[src/rtl/pwm_capture.sv]
// Servo PWM input decoder: measures the active pulse width in prescaler ticks and
// converts it to a 0..100 duty code, with pulse-reject and loss-of-signal flags.
module pwm_capture #(
  parameter int PRESCALER_MAX = 119,
  parameter int MIN_TICKS     = 50,
  parameter int MAX_TICKS     = 250,
  parameter int LOSS_TICKS    = 2500
) (
  input  logic       clk,
  input  logic       rst_n,
  input  logic       pwm_in,
  input  logic       invert_polarity,
  output logic [6:0] dc_out,
  output logic       dc_valid,
  output logic       pulse_err,
  output logic       signal_lost
);

  localparam int PW = (PRESCALER_MAX > 0) ? $clog2(PRESCALER_MAX + 1) : 1;
  localparam logic [PW-1:0] PRESC_TOP = PW'(PRESCALER_MAX);
  localparam logic [PW-1:0] ROUND_AT  = PW'(PRESCALER_MAX - (PRESCALER_MAX + 1) / 2);
  localparam logic [8:0]    MIN_T     = 9'(MIN_TICKS);
  localparam logic [8:0]    MAX_T     = 9'(MAX_TICKS);
  localparam logic [11:0]   LOSS_LAST = 12'(LOSS_TICKS - 1);

  typedef enum logic [1:0] {
    ARM  = 2'd0,
    IDLE = 2'd1,
    HIGH = 2'd2
  } state_t;

  state_t        state;
  logic          lvl;
  logic          sync_meta;
  logic          sync_lvl;
  logic          hist;
  logic          rise;
  logic          fall;
  logic [1:0]    fill;
  logic [PW-1:0] presc;
  logic [PW-1:0] free_presc;
  logic [7:0]    width;
  logic [11:0]   loss_cnt;
  logic          loss_tick;
  logic          loss_expire;
  logic [8:0]    ticks;
  logic          accept;
  logic [6:0]    code;

  assign lvl         = pwm_in ^ invert_polarity;
  assign rise        = sync_lvl & ~hist;
  assign fall        = ~sync_lvl & hist;
  assign loss_tick   = (free_presc == PRESC_TOP);
  assign loss_expire = loss_tick & ~rise & (loss_cnt == LOSS_LAST);

  // The fall cycle itself is not yet counted in presc, so round one count early.
  assign ticks  = {1'b0, width} + {8'd0, (presc >= ROUND_AT)};
  assign accept = (ticks >= MIN_T) && (ticks <= MAX_T);

  always_comb begin
    code = 7'd0;
    if (ticks > 9'd200) begin
      code = 7'd100;
    end else if (ticks > 9'd100) begin
      code = 7'(ticks - 9'd100);
    end
  end

  always_ff @(posedge clk) begin
    if (!rst_n) begin
      state       <= ARM;
      sync_meta   <= 1'b0;
      sync_lvl    <= 1'b0;
      hist        <= 1'b0;
      fill        <= 2'd0;
      presc       <= '0;
      free_presc  <= '0;
      width       <= 8'd0;
      loss_cnt    <= 12'd0;
      dc_out      <= 7'd0;
      dc_valid    <= 1'b0;
      pulse_err   <= 1'b0;
      signal_lost <= 1'b1;
    end else begin
      sync_meta <= lvl;
      sync_lvl  <= sync_meta;
      hist      <= sync_lvl;
      dc_valid  <= 1'b0;
      pulse_err <= 1'b0;

      // fill marks when sync_lvl first reflects the post-reset input
      if (fill != 2'd2) begin
        fill <= fill + 2'd1;
      end

      free_presc <= loss_tick ? '0 : free_presc + 1'b1;
      if (rise) begin
        loss_cnt <= 12'd0;
      end else if (loss_tick && (loss_cnt != 12'hfff)) begin
        loss_cnt <= loss_cnt + 12'd1;
      end

      if (loss_expire) begin
        signal_lost <= 1'b1;
        state       <= ARM;
      end else begin
        case (state)
          ARM: begin
            if ((fill == 2'd2) && !sync_lvl) begin
              state <= IDLE;
            end
          end
          IDLE: begin
            if (rise) begin
              presc <= '0;
              width <= 8'd0;
              state <= HIGH;
            end
          end
          HIGH: begin
            if (fall) begin
              if (accept) begin
                dc_out      <= code;
                dc_valid    <= 1'b1;
                signal_lost <= 1'b0;
              end else begin
                pulse_err <= 1'b1;
              end
              state <= IDLE;
            end else if (presc == PRESC_TOP) begin
              presc <= '0;
              if (width != 8'hff) begin
                width <= width + 8'd1;
              end
            end else begin
              presc <= presc + 1'b1;
            end
          end
          default: state <= ARM;
        endcase
      end
    end
  end

endmodule

[config.mk]
export PLATFORM = sky130hd
export DESIGN_NAME = pwm_capture
export DESIGN_NICKNAME = d
export VERILOG_FILES = /design/src/rtl/pwm_capture.sv
export SDC_FILE = /design/constraint.sdc
export NUM_CORES = 1
export LEC_CHECK = 0
export CAP_MARGIN = 5
export CORE_ASPECT_RATIO = 0.9
export CORE_MARGIN = 2
export CORE_UTILIZATION = 40
export CTS_BUF_LIST = sky130_fd_sc_hd__clkbuf_16
export CTS_CLUSTER_SIZE = 30
export DETAILED_ROUTE_END_ITERATION = 6
export PLACE_DENSITY_LB_ADDON = 0.2
export SLEW_MARGIN = 20
export SYNTH_ARGS = -nofsm -noshare
export SYNTH_HDL_FRONTEND = slang
export SYNTH_SLANG_ARGS = --single-unit
[constraint.sdc]
create_clock -name clk -period 4.9 [get_ports clk]
set_clock_uncertainty 0.1 [all_clocks]
set_input_delay 0.98 -clock clk [delete_from_list [all_inputs] [get_ports clk]]
set_output_delay 0.98 -clock clk [all_outputs]
set_load 0.05 [all_outputs]
==> summary.txt, run 1 <==
Die ar.: 0.00794 mm^2
Syn. warnings: 0
Cts hold-fix bufs: 0
Worst slew margin: 0.519
Final nets: 358
Worst IR Drop VDD: 0.173 mV
Fin area: 0.00325 mm^2
Fmax achieved: 287 MHz
Mapped Cells: 335
Max cap viols: 0
Finished Layout Cells: 438
CP endpoint: dc_out[1]
Antenna cells: 0
Via density: 5.39
Routability cong.: 0.823
Reg clk slew, reported paths: 0.07 ns
Worst-path cell chain: ha_1 -> a211o_1 -> a41o_1 -> ha_1 -> ha_1 -> and3_1 -> a31oi_4 -> o211ai_1 -> o32a_1 -> o211ai_4 -> mux2i_1
Kind of critical path: flip-flop to flip-flop
R2R setup slack: 1.42 ns
Largest net degree at the start of global routing: 26
Worst hold path type: flip-flop to flip-flop
Most common cell after layout, fill and taps aside: dfxtp_1
CTS sink count: 51
Proportion of layout cells with a drive suffix above 1: 0.0667
Final hold violations: 0
CTS Buf Count: 5
Worst EP required: 5.02 ns
GRT Total Usage: 0.160
Vias in the first global route: 2249
Max FO, Critical Path: 8
Post-synth top flop: dfxtp_1
Dpl cells: 430
ANT nets after route: 0
Post-CTS Setup Inserts: 0
Drt drc: 0
Worst path max stage delay: 0.40 ns
Period utilisation layout: 0.710
Total negative setup slack: 0 ns
Core Region: 0.00704 mm^2
P&R area growth vs syn: 12.1%
TritonCTS clock tree: done
FILL cells: 713
Met3 GRT Util: 0.0431
Crit-path slowest cell: o32a_1
Post-DP HPWL: 4330 um
Worst path arrival time: 3.60 ns
Worst r2r src: presc[0]
Critical Path Start Type: flip-flop
Final setup violation count: 0
Asr flop ratio synth: 0
Via count: 2361
Total power divided by cell area: 275 mW/mm^2
Row count: 29
Starting density of the core: 0.411
Outcome: complete, no violations
WP buf/inv: 0
Root Driver: clkbuf_16
Die height: 84.7 um
Sequential share of the synthesized area: 0.352
Routed WL: 5780 um
Die Wd: 93.7 um
Final number of max-transition violations: 0
Top delay family on crit path: compound AO/OA/AOI/OAI gates
GRT overflow: 0
Number of synthesized flops with an enable pin: 0
Critical Path Sink Type: flip-flop
Worst-Skew Late Latency: 0.30 ns
RSZ-0062 raised after global routing: no
Most frequent cells in the layout: dfxtp_1 (51), nor2_1 (37), nand2_1 (32), nand4_1 (16), xor2_1 (15)
Least-Margin Pin Slew: 0.715 ns
Met1 Usage GRT: 0.220
Crit path from: presc[0]
IO Count: 14
I/O Buffers: 13
Worst flop-to-flop path endpoint: dc_out[1]
Post_cts resized: 0
Mean routed wirelength per cell: 13.2 um
First-pass GRT wire length: 10300 um
Syn Nets: 349
Netlist Area Pre-Place: 0.00290 mm^2
Max clock buf depth: 2
First-pass iteration count of the detailed router: 4
Instance count on the critical path: 11
Iteration-0 DRC Markers: 104
Worst r2r path cells: 11
Post-synthesis cell type count: 63
Top cell by count, worst path: ha_1
Tot Pwr: 892 uW
Synth Register Bits: 51
GR met2 Demand/Resource: 0.245
Final min period: 3.48 ns
LEAKAGE: 1.18 nW
Gr busiest metal: met2
Placed inst area: 0.00308 mm^2
Mean Syn Cell Area: 8.65 um^2
H-tree Lvls: 2
Antenna violations before repair: 0
-- worst reg2reg max path, stage by stage, from the launching register on --
cell      delay (ns)
dfxtp_1         0.34
ha_1            0.26
a211o_1         0.25
a41o_1          0.25
ha_1            0.28
ha_1            0.24
and3_1          0.29
a31oi_4         0.22
o211ai_1        0.20
o32a_1          0.40
o211ai_4        0.35
mux2i_1         0.23
-- metrics by stage --
| step | hold WS, ns | worst slack, ns | util |
|---|---|---|---|
| after floorplan | 0.312 | 1.75 | - |
| after global placement | 0.326 | 1.58 | 0.437 |
| after detailed placement | 0.326 | 1.47 | 0.437 |
| after CTS | 0.343 | 1.44 | 0.461 |
| after global routing | 0.368 | 1.26 | 0.461 |
| final | 0.344 | 1.42 | 0.461 |
-- layout make-up --
class                           instances  area, um^2  area share
Timing Repair Buffer                   14         138      0.0424
Clock inverter                          3        42.5      0.0131
Clock buffer                            5         125      0.0386
Tap cell                               93         116      0.0359
Inverter                                8        30.0     0.00925
Multi-Input combinational cell        264        1770       0.546
Sequential cell                        51        1020       0.315
-- cell families after synthesis --
kind of cell               count (synthesis)  synth area share
adders and majority gates                 10            0.0432
DFF                                       51             0.352
buffers and inverters                     20            0.0354
AOI/OAI and AO/OA                         58             0.151
xor gates and xnor gates                  28            0.0847
muxes                                      9            0.0311
and+or+nand+nor                          159             0.302
-- report_power, final --
group / total [mW] / switching, mW / internal, mW
Sequential: 0.437 / 0.00943 / 0.428
Combinational: 0.0578 / 0.0309 / 0.0269
Clock: 0.397 / 0.156 / 0.241
Total: 0.892 / 0.196 / 0.696
-- metal layers --
| metal | up-vias | share of wire |
|---|---|---|
| li1 | 1227 | - |
| met1 | 1102 | 0.53 |
| met2 | 27 | 0.44 |
| met3 | 5 | 0.028 |
| met4 | 0 | 0.010 |
| met5 | - | 0 |
-- sequential cells by signal, indices dropped and copies added, names as in the netlist --
name and cells:
state 2, sync_meta 1, dc_valid 1, fill 2, signal_lost 1, sync_lvl 1, dc_out 7, free_presc 7
width 8, presc 7, pulse_err 1, loss_cnt 12, hist 1
-- synth_stat cells, types with 2 or more instances --
library cell	count	area, um^2
a211o_1	2	17.5
a21bo_2	2	20.0
a21boi_0	4	30.0
a21oi_1	11	55.1
and2_1	10	62.6
and3_1	7	43.8
buf_2	4	20.0
buf_4	2	15.0
buf_6	2	22.5
clkbuf_1	3	11.3
dfxtp_1	51	1020
ha_1	10	125
inv_1	8	30.0
mux2i_1	9	90.1
nand2_1	32	120
nand2b_1	6	37.5
nand3_1	10	50.1
nand3b_1	2	15.0
nand4_1	16	100
nand4b_1	2	17.5
nor2_1	37	139
nor2b_1	3	18.8
nor3_1	5	25.0
nor3b_1	4	30.0
o211ai_1	6	45.0
o21ai_0	10	50.1
o31ai_1	5	37.5
or2_2	2	12.5
or3_1	8	50.1
or4_1	3	22.5
xnor2_1	13	114
xor2_1	15	131
-- how the worst min path moves through the flow --
stage | cells after the start | to | slack, ns | start
2_1_floorplan | 1 | sync_lvl | 0.31 | sync_meta
3_3_place_gp | 1 | sync_lvl | 0.33 | sync_meta
3_5_place_dp | 1 | sync_lvl | 0.33 | sync_meta
4_1_cts | 1 | free_presc[0] | 0.34 | free_presc[0]
5_1_grt | 1 | free_presc[0] | 0.37 | free_presc[0]
6_report | 1 | free_presc[0] | 0.34 | free_presc[0]
(Power assumes the default switching activity.)
==> run 2, diff against run 1 <==
==> constraint.sdc (replaced) <==
create_clock -name clk -period 3.18 [get_ports clk]
set_clock_uncertainty 0.1 [all_clocks]
set_input_delay 0.636 -clock clk [delete_from_list [all_inputs] [get_ports clk]]
set_output_delay 0.636 -clock clk [all_outputs]
set_load 0.05 [all_outputs]
==> summary.txt, run 2 (same netlist as run 1, synthesis figures left out) <==
Final nets: 366
Die ar.: 0.00794 mm^2
Final setup violation count: 0
Reg area: 0.00102 mm^2
DP Worst Slack: 0.000587 ns
I/O Buffers: 13
RSZ-0062 raised after global routing: no
Fmax achieved: 333 MHz
Worst hold path type: flip-flop to flip-flop
Critical Path Sink Type: flip-flop
Kind of critical path: flip-flop to flip-flop
CTS Buf Count: 5
Worst-Skew Late Latency: 0.30 ns
Max FO, Critical Path: 8
First-pass GRT wire length: 10600 um
Min-delay src: free_presc[0]
Core Region: 0.00704 mm^2
Die height: 84.7 um
GRT overflow: 0
Proportion of layout cells with a drive suffix above 1: 0.113
Root Driver: clkbuf_16
Vias in the first global route: 2317
P&R area growth vs syn: 14.4%
Worst path arrival time: 3.12 ns
Least-Margin Pin Slew: 0.695 ns
FILL cells: 689
LEAKAGE: 1.20 nW
Biggest register: loss_cnt
Largest net degree at the start of global routing: 18
Outcome: complete, no violations
Crit path from: presc[0]
Max clock buf depth: 2
Die Wd: 93.7 um
Drt drc: 0
ANT nets after route: 0
Total power divided by cell area: 396 mW/mm^2
Worst EP required: 3.31 ns
TritonCTS clock tree: done
Max cap viols: 0
Via count: 2404
CTS sink count: 51
Via density: 5.39
Starting density of the core: 0.411
Worst IR Drop VDD: 0.248 mV
Mean routed wirelength per cell: 13.6 um
Most common cell after layout, fill and taps aside: dfxtp_1
Multi-input gate area in the final layout: 0.00180 mm^2
Routed WL: 6080 um
Setup ws final: 0.180 ns
Worst r2r src: presc[0]
IO Count: 14
GRT Total Usage: 0.164
Routability cong.: 0.813
H-tree Lvls: 2
Antenna cells: 0
Worst slew margin: 0.533
Most frequent cells in the layout: dfxtp_1 (49), nor2_1 (37), nand2_1 (32), nand4_1 (16), xor2_1 (14)
Row count: 29
Critical Path Start Type: flip-flop
Final hold violations: 0
Period utilisation layout: 0.943
Final min period: 3.00 ns
Biggest regs: loss_cnt x12, width x8
Iteration-0 DRC Markers: 105
Max reg flops: 12
Antenna violations before repair: 0
Reg clk slew, reported paths: 0.07 ns
Hold WS: 0.343 ns
Final number of max-transition violations: 0
Cts hold-fix bufs: 0
Total negative setup slack: 0 ns
Post-DP HPWL: 4500 um
First-pass iteration count of the detailed router: 4
run 2: per-layer routing:
metal / routed length (um) / vias to the layer above / share of wire / global-route usage
li1: - / 1236 / - / -
met1: 3040 / 1112 / 0.50 / 0.224
met2: 2730 / 47 / 0.45 / 0.261
met3: 203 / 9 / 0.033 / 0.0269
met4: 108 / 0 / 0.018 / 0.0553
met5: 0 / - / 0 / 0
run 2: worst max-delay path, cell delays in order, from the launching register on:
cell,delay (ns)
dfxtp_2,0.33
ha_2,0.18
a211o_1,0.22
a41o_1,0.19
ha_2,0.18
buf_4,0.15
nand3_4,0.13
mux2i_1,0.22
a32oi_1,0.17
o32a_1,0.46
o211ai_4,0.36
mux2i_1,0.24
run 2: repair_timing:
item / 4_1_cts / 5_1_grt
resized for setup: 1 / 7
setup endpoints to repair: 2 / 9
pin swaps: 1 / 3
buffers inserted: 1 / 0
gates cloned: 0 / 0
run 2: final timing paths:
kind,end,slack [ns],cells after the start
min,free_presc[0],0.34,1
max,dc_out[6],0.18,11
max reg2reg,dc_out[6],0.18,11
min reg2reg,free_presc[0],0.34,1
run 2: report_power, final:
group,internal [mW],switching [mW]
sequential,0.659,0.0134
combinational,0.0433,0.0474
clock,0.295,0.254
total,0.998,0.315
run 2: final cells by class:
class,instances,share of cell area
clock buffers,5,0.0378
clock inverters,3,0.00680
inverters,8,0.00906
multi-input cells,264,0.543
flip-flops and latches,51,0.309
well taps,93,0.0351
repair buffers,22,0.0596
run 2: stage by stage:
step           instances  area [um^2]  total power [mW]   util
2_1_floorplan        335         2900             0.756      -
3_3_place_gp         437         3130             0.778  0.445
3_5_place_dp         437         3130             0.779  0.445
4_1_cts              446         3290              1.33  0.468
5_1_grt              446         3310              1.37  0.471
6_report             446         3310              1.31  0.471
